File: config.mk
export PLATFORM = sky130hd
export DESIGN_NAME = rca_8bit
export DESIGN_NICKNAME = d
export VERILOG_FILES = /design/src/rtl/rca_8bit.sv
export SDC_FILE = /design/constraint.sdc
export NUM_CORES = 1
export LEC_CHECK = 0
export CELL_PAD_IN_SITES_DETAIL_PLACEMENT = 1
export CELL_PAD_IN_SITES_GLOBAL_PLACEMENT = 1
export CORE_UTILIZATION = 27
export DETAILED_ROUTE_END_ITERATION = 8
export PLACE_DENSITY_LB_ADDON = 0.15
export SETUP_SLACK_MARGIN = 0.2
export SYNTH_ARGS = -nofsm -noshare
export SYNTH_HDL_FRONTEND = slang
export SYNTH_SLANG_ARGS = --single-unit
File: constraint.sdc
create_clock -name clk -period 0.8 [get_ports clk]
set_input_delay 0.24 -clock clk [delete_from_list [all_inputs] [get_ports clk]]
set_output_delay 0.24 -clock clk [all_outputs]
set_load 0.05 [all_outputs]
File: src/rtl/rca_8bit.sv
// 8-bit ripple-carry adder with a one-cycle registered result stage.
// The carry chain is built from explicit full-adder stages; ovf compares carries into and out of bit 7.
module rca_8bit (
  input  logic       clk,
  input  logic       rst,
  input  logic [7:0] A,
  input  logic [7:0] B,
  input  logic       Cin,
  input  logic       in_valid,
  output logic [7:0] S,
  output logic       Cout,
  output logic       ovf,
  output logic       out_valid
);

  logic [8:0] w_c;
  logic [7:0] w_s;
  logic [7:0] r_s;
  logic       r_cout;
  logic       r_ovf;
  logic       r_valid;

  assign w_c[0] = Cin;

  // One full-adder stage per bit; carries ripple from bit 0 upward.
  generate
    for (genvar gi = 0; gi < 8; gi++) begin : g_fa
      logic w_p;
      assign w_p       = A[gi] ^ B[gi];
      assign w_s[gi]   = w_p ^ w_c[gi];
      assign w_c[gi+1] = (A[gi] & B[gi]) | (w_c[gi] & w_p);
    end
  endgenerate

  // Result registers load only on accepted operations; out_valid pulses once per accept.
  always_ff @(posedge clk or posedge rst) begin
    if (rst) begin
      r_s     <= 8'h00;
      r_cout  <= 1'b0;
      r_ovf   <= 1'b0;
      r_valid <= 1'b0;
    end else begin
      r_valid <= in_valid;
      if (in_valid) begin
        r_s    <= w_s;
        r_cout <= w_c[8];
        r_ovf  <= w_c[7] ^ w_c[8];
      end
    end
  end

  assign S         = r_s;
  assign Cout      = r_cout;
  assign ovf       = r_ovf;
  assign out_valid = r_valid;

endmodule

==> results of run 1 <==
## synth_stat cells
library cell   n  share of area
buf_6          1          0.018
xnor2_1        1          0.014
dfrtp_1       11           0.44
inv_1         11          0.065
mux2i_1        3          0.048
fa_1           8           0.25
mux2_4         7           0.17
## cell families after synthesis
kind of cell,count (synthesis),share of synthesized area
adders and majority gates,8,0.253
DFF,11,0.436
muxes,10,0.214
buffers and inverters,12,0.0832
xor gates and xnor gates,1,0.0139
## final cells by class
| cell class | instances | area share |
|---|---|---|
| Multi-Input combinational cell | 19 | 0.264 |
| Tap cell | 28 | 0.0285 |
| Inverter | 11 | 0.0336 |
| Clock buffer | 4 | 0.0214 |
| Sequential cell | 11 | 0.234 |
| Timing Repair Buffer | 38 | 0.419 |
## layer usage
| layer | routed length (µm) | share of wire | vias up | track usage |
|---|---|---|---|---|
| met2 | 893 | 0.60 | 17 | 0.269 |
| met3 | 81 | 0.054 | 2 | 0.0364 |
| met4 | 13 | 0.0087 | 0 | 0.0417 |
| met5 | 0 | 0 | - | 0 |
| met1 | 506 | 0.34 | 224 | 0.143 |
| li1 | - | - | 206 | - |
## flip-flops by register name (all words and copies together) (netlist names)
signal,count
S,8
Cout,1
out_valid,1
ovf,1
## timing repair
item                       4_1_cts  5_1_grt
pin swaps                        8        8
cloned                           1        0
setup buffers                    3        1
setup endpoints to repair       22       21
resized for setup               22        1
## through the flow
step | cells | cell area, µm² | TNS [ps] | hold slack, ps
finish | 111 | 1230 | -17490 | 278
global route | 111 | 1230 | -18350 | 281
CTS | 110 | 1210 | -18790 | 284
detailed placement | 102 | 1150 | -21340 | 546
global placement | 102 | 1150 | -20640 | 541
floorplan | 42 | 664 | -15410 | 91.8
## path summary, 6_finish.rpt
| kind | endpoint | slack [ps] | cells after the start | start |
|---|---|---|---|---|
| max | ovf$_DFFE_PP0P_ | -2400 | 14 | A[0] |
| min | out_valid$_DFF_PP0_ | 280 | 3 | rst |
| max reg2reg | S[3]$_DFFE_PP0P_ | -140 | 2 | S[3]$_DFFE_PP0P_ |
| min reg2reg | S[2]$_DFFE_PP0P_ | 560 | 1 | S[2]$_DFFE_PP0P_ |
| max in group asynchronous | S[5]$_DFFE_PP0P_ | 400 | 3 | rst |
| min in group clk | S[4]$_DFFE_PP0P_ | 400 | 3 | in_valid |
## tightest hold or removal path, stage by stage
cell and delay (ps):
clkdlybuf4s50_1 400, inv_1 100, buf_12 140
## power groups by stage
stage	Combinational (mW)	Sequential, mW	Clock [mW]
floorplan	0.282	1.20	0
global placement	1.39	0.842	0
detailed placement	1.42	0.847	0
CTS	1.47	0.837	0.399
global route	1.53	0.844	0.434
finish	1.45	0.833	0.391
==> flow_summary.yaml, run 1 <==
clock_network:
  cts.sinks: 11
  hold_buffers: 0
  cts_made_buffers: 3
  clk_pin_slew_worst_paths_ps: 70
  cts_root_buffer: "clkbuf_4"
  cts_max_level: 1
  cts_buffer_depth: 2
  tritoncts: "done"
  clock_latency_ps: 270
routing:
  vias_per_cell: 4.05
  wirelength_um: 1490
  ant_nets: 0
  drt_iter0_drc: 0
  dr_total_vias: 449
  wl_per_cell_um: 13.5
  first_pass_iters: 1
  post-route-drc-count: 0
sta:
  slew_violations: 0
  slew_headroom: 0.893
  finalHoldViolCount: 0
  setup_viol: 21
  fin_crit_sh: 4.00
  fin_worst_skew_ps: 0
  grt_setup_unrepaired: "yes"
  fin_ws_ps: -2400
  fin_crit_ps: 3200
  max_freq_ghz: 0.312
  tightestPinTransition_ps: 161
grt:
  grt_max_degree: 12
  track_usage: 0.139
  antenna_found_initial: 0
  grt_overflow: 0
  grt_first_pass_wirelength_um: 2450
  grt_pass1_vias: 536
flow_run:
  drv_cap: 0
die:
  die_area_um2: 2540
  rows: 17
  core_area_um2: 2210
  die_w_um: 50.4
  start_util: 0.286
  ios: 31
  chipHeight_um: 50.4
setup_path:
  arrival_ps: 3360
  path_buf_inv: 5
  crit_path_start_kind: "input port"
  cp_common_cell: "fa_2"
  required_ps: 960
  slowest_delay_ps: 380
  crit_chain: "buf_6, fa_2, inv_2, fa_2, inv_2, fa_2, fa_2, fa_2, fa_2, fa_2, buf_4, buf_4, xnor2_1, mux2_4"
  cp_max_fo: 2
  worst-setup-path-type: "input port to flop"
  slowest_stage: "fa_2"
  crit_family: "adder cells"
  cp-end-kind: "flop"
finish:
  drive_above_1_share: 0.675
  layout.cells.most_common_list: "clkdlybuf4s50_1 (13), buf_12 (13), dfrtp_2 (10), fa_2 (8), mux2_4 (7)"
  areaGrowthSynthToFinish_pct: 94.5
  register_area_um2: 288
  nNetsFinal: 112
  fin_util: 0.555
  nFillCells: 218
  multi_input_area_um2: 324
  n_antenna_cell: 0
pwr:
  pwr-share-clk: 0.146
  p_sw_frac: 0.368
  power.total_mw: 2.67
  p_leak_nw: 0.564
  switchingPower_uw: 983
  pwr-share-comb: 0.542
  p_per_area_nw_per_um2: 2180
  intPower_mw: 1.69
  ir_worst_vdd_v: 0.00120
  seq_power_share: 0.311
placed_design:
  gp_congestion: 0.663
  hpwl_um: 1170
  port_buffers: 30
  post-place-ws_ps: -3060
synth:
  syn_nets: 70
  yosysUniqueCellTypes: 7
  avgSynthCellArea_um2: 15.0
  synth_seq_cells: 11
  yosysSeqAreaShare: 0.436
  yosys_warnings: 0
  synthCells: 42
  synth_area_um2: 632
status:
  violations: "negative setup slack"
  status: "finished with violations"
hold_path:
  hp-class: "input port to async pin"
No activity file was read; power rests on OpenSTA's default activity.
==> inputs of run 2 (changes only) <==
--- a/config.mk
+++ b/config.mk
@@ -14,3 +14,4 @@
 export SYNTH_ARGS = -nofsm -noshare
 export SYNTH_HDL_FRONTEND = slang
 export SYNTH_SLANG_ARGS = --single-unit
+export TNS_END_PERCENT = 1
==> run 2 against run 1 <==
  * The run still ends with negative setup slack left
  * Worst hold slack better by 7.2 ps
  * Non-clock buffer count is 4 lower
  * Sequential cell count stayed put
  * Highest routed layer is now met3
  * Utilization is 2.7 points lower
  * Register-to-register slack better by 130 ps
==> flow_summary.yaml, run 2 (same netlist as run 1, synthesis figures left out) <==
placed_design:
  gp_congestion: 0.642
  port_buffers: 30
  hpwl_um: 1110
  post-place-ws_ps: -3160
status:
  violations: "negative setup slack"
  status: "finished with violations"
grt:
  antenna_found_initial: 0
  track_usage: 0.129
  grt_max_degree: 12
  grt_pass1_vias: 518
  grt_overflow: 0
  grt_first_pass_wirelength_um: 2370
setup_path:
  crit_path_start_kind: "input port"
  path_buf_inv: 4
  reg2reg_slack_ps: -10
  cp-end-kind: "flop"
  crit_family: "adder cells"
  slowest_stage: "fa_2"
  arrival_ps: 3310
  required_ps: 950
  slowest_delay_ps: 370
  cp_common_cell: "fa_2"
  cp_max_fo: 2
  crit_chain: "buf_6, fa_2, inv_2, fa_2, inv_2, fa_2, fa_2, fa_2, fa_2, fa_2, inv_2, fa_2, xnor2_2, mux2_4"
  worst-setup-path-type: "input port to flop"
finish:
  nFillCells: 238
  largest_reg_flops: 8
  n_antenna_cell: 0
  layout.cells.most_common_list: "clkdlybuf4s50_1 (13), buf_12 (13), dfrtp_1 (11), fa_2 (8), mux2_4 (7)"
  areaGrowthSynthToFinish_pct: 85.0
  nNetsFinal: 108
  drive_above_1_share: 0.532
routing:
  wirelength_um: 1360
  wl_per_cell_um: 12.7
  dr_total_vias: 434
  first_pass_iters: 1
  ant_nets: 0
  post-route-drc-count: 0
  vias_per_cell: 4.06
  drt_iter0_drc: 0
clock_network:
  cts_buffer_depth: 2
  cts_root_buffer: "clkbuf_4"
  cts.sinks: 11
  tritoncts: "done"
  clock_latency_ps: 260
  clk_pin_slew_worst_paths_ps: 70
  cts_made_buffers: 3
  hold_buffers: 0
  cts_max_level: 1
sta:
  slew_violations: 0
  finalHoldViolCount: 0
  fin_ws_ps: -2370
  max_freq_ghz: 0.316
  fin_crit_sh: 3.96
  slew_headroom: 0.906
  tightestPinTransition_ps: 137
  setup_viol: 21
  fin_crit_ps: 3170
  fin_worst_skew_ps: 0
  grt_setup_unrepaired: "yes"
  finalSetupTns_ps: -17350
die:
  chipHeight_um: 50.4
  rows: 17
  die_area_um2: 2540
  start_util: 0.286
  core_area_um2: 2210
  die_w_um: 50.4
  ios: 31
pwr:
  ir_worst_vdd_v: 0.00103
  p_per_area_nw_per_um2: 2220
  p_leak_nw: 0.546
hold_path:
  hp-class: "input port to async pin"
flow_run:
  drv_cap: 0
run 2: final cells by class:
type,instances,area [µm²],area share
Timing Repair Buffer,34,459,0.393
Multi-Input combinational cell,19,332,0.284
Sequential cell,11,275,0.236
Inverter,11,41.3,0.0353
Tap cell,28,35.0,0.0300
Clock buffer,4,26.3,0.0225
run 2: tightest hold or removal path, cell delays in order:
cell	delay, ps
clkdlybuf4s50_1	390
inv_1	100
buf_12	140
run 2: repair_timing:
item / in CTS / in global routing
gates resized for setup: 25 / 1
buffers inserted: 0 / 1
endpoints found under the setup margin: 22 / 21
pin swaps: 9 / 9
run 2: metal layers:
layer / wire length [µm] / track usage / part of all wire
met1: 496 / 0.158 / 0.36
met2: 794 / 0.231 / 0.58
met3: 70 / 0.0273 / 0.051
met4: 0 / 0.0278 / 0
met5: 0 / 0 / 0
run 2: power by group:
part,switching [mW],internal (mW),total [mW]
Sequential,0.134,0.676,0.809
Clock,0.181,0.192,0.373
Combinational,0.646,0.763,1.41
run 2: stage by stage:
step	power [mW]	cell area, µm²	cells	utilization	hold WS [ps]
2_1_floorplan	1.45	644	42	-	92.4
3_3_place_gp	2.19	1130	102	0.509	553
3_5_place_dp	2.22	1130	102	0.509	565
4_1_cts	2.63	1150	106	0.522	288
5_1_grt	2.74	1170	107	0.528	294
6_report	2.59	1170	107	0.528	285
run 2: worst paths after layout:
| kind | from | to | depth (start not counted) |
|---|---|---|---|
| min in group clk | A[0] | S[0]$_DFFE_PP0P_ | 3 |
| max | B[0] | ovf$_DFFE_PP0P_ | 14 |
| max in group asynchronous | rst | S[6]$_DFFE_PP0P_ | 3 |
| min | rst | S[2]$_DFFE_PP0P_ | 3 |
| min reg2reg | S[1]$_DFFE_PP0P_ | S[1]$_DFFE_PP0P_ | 2 |
| max reg2reg | S[6]$_DFFE_PP0P_ | S[6]$_DFFE_PP0P_ | 1 |
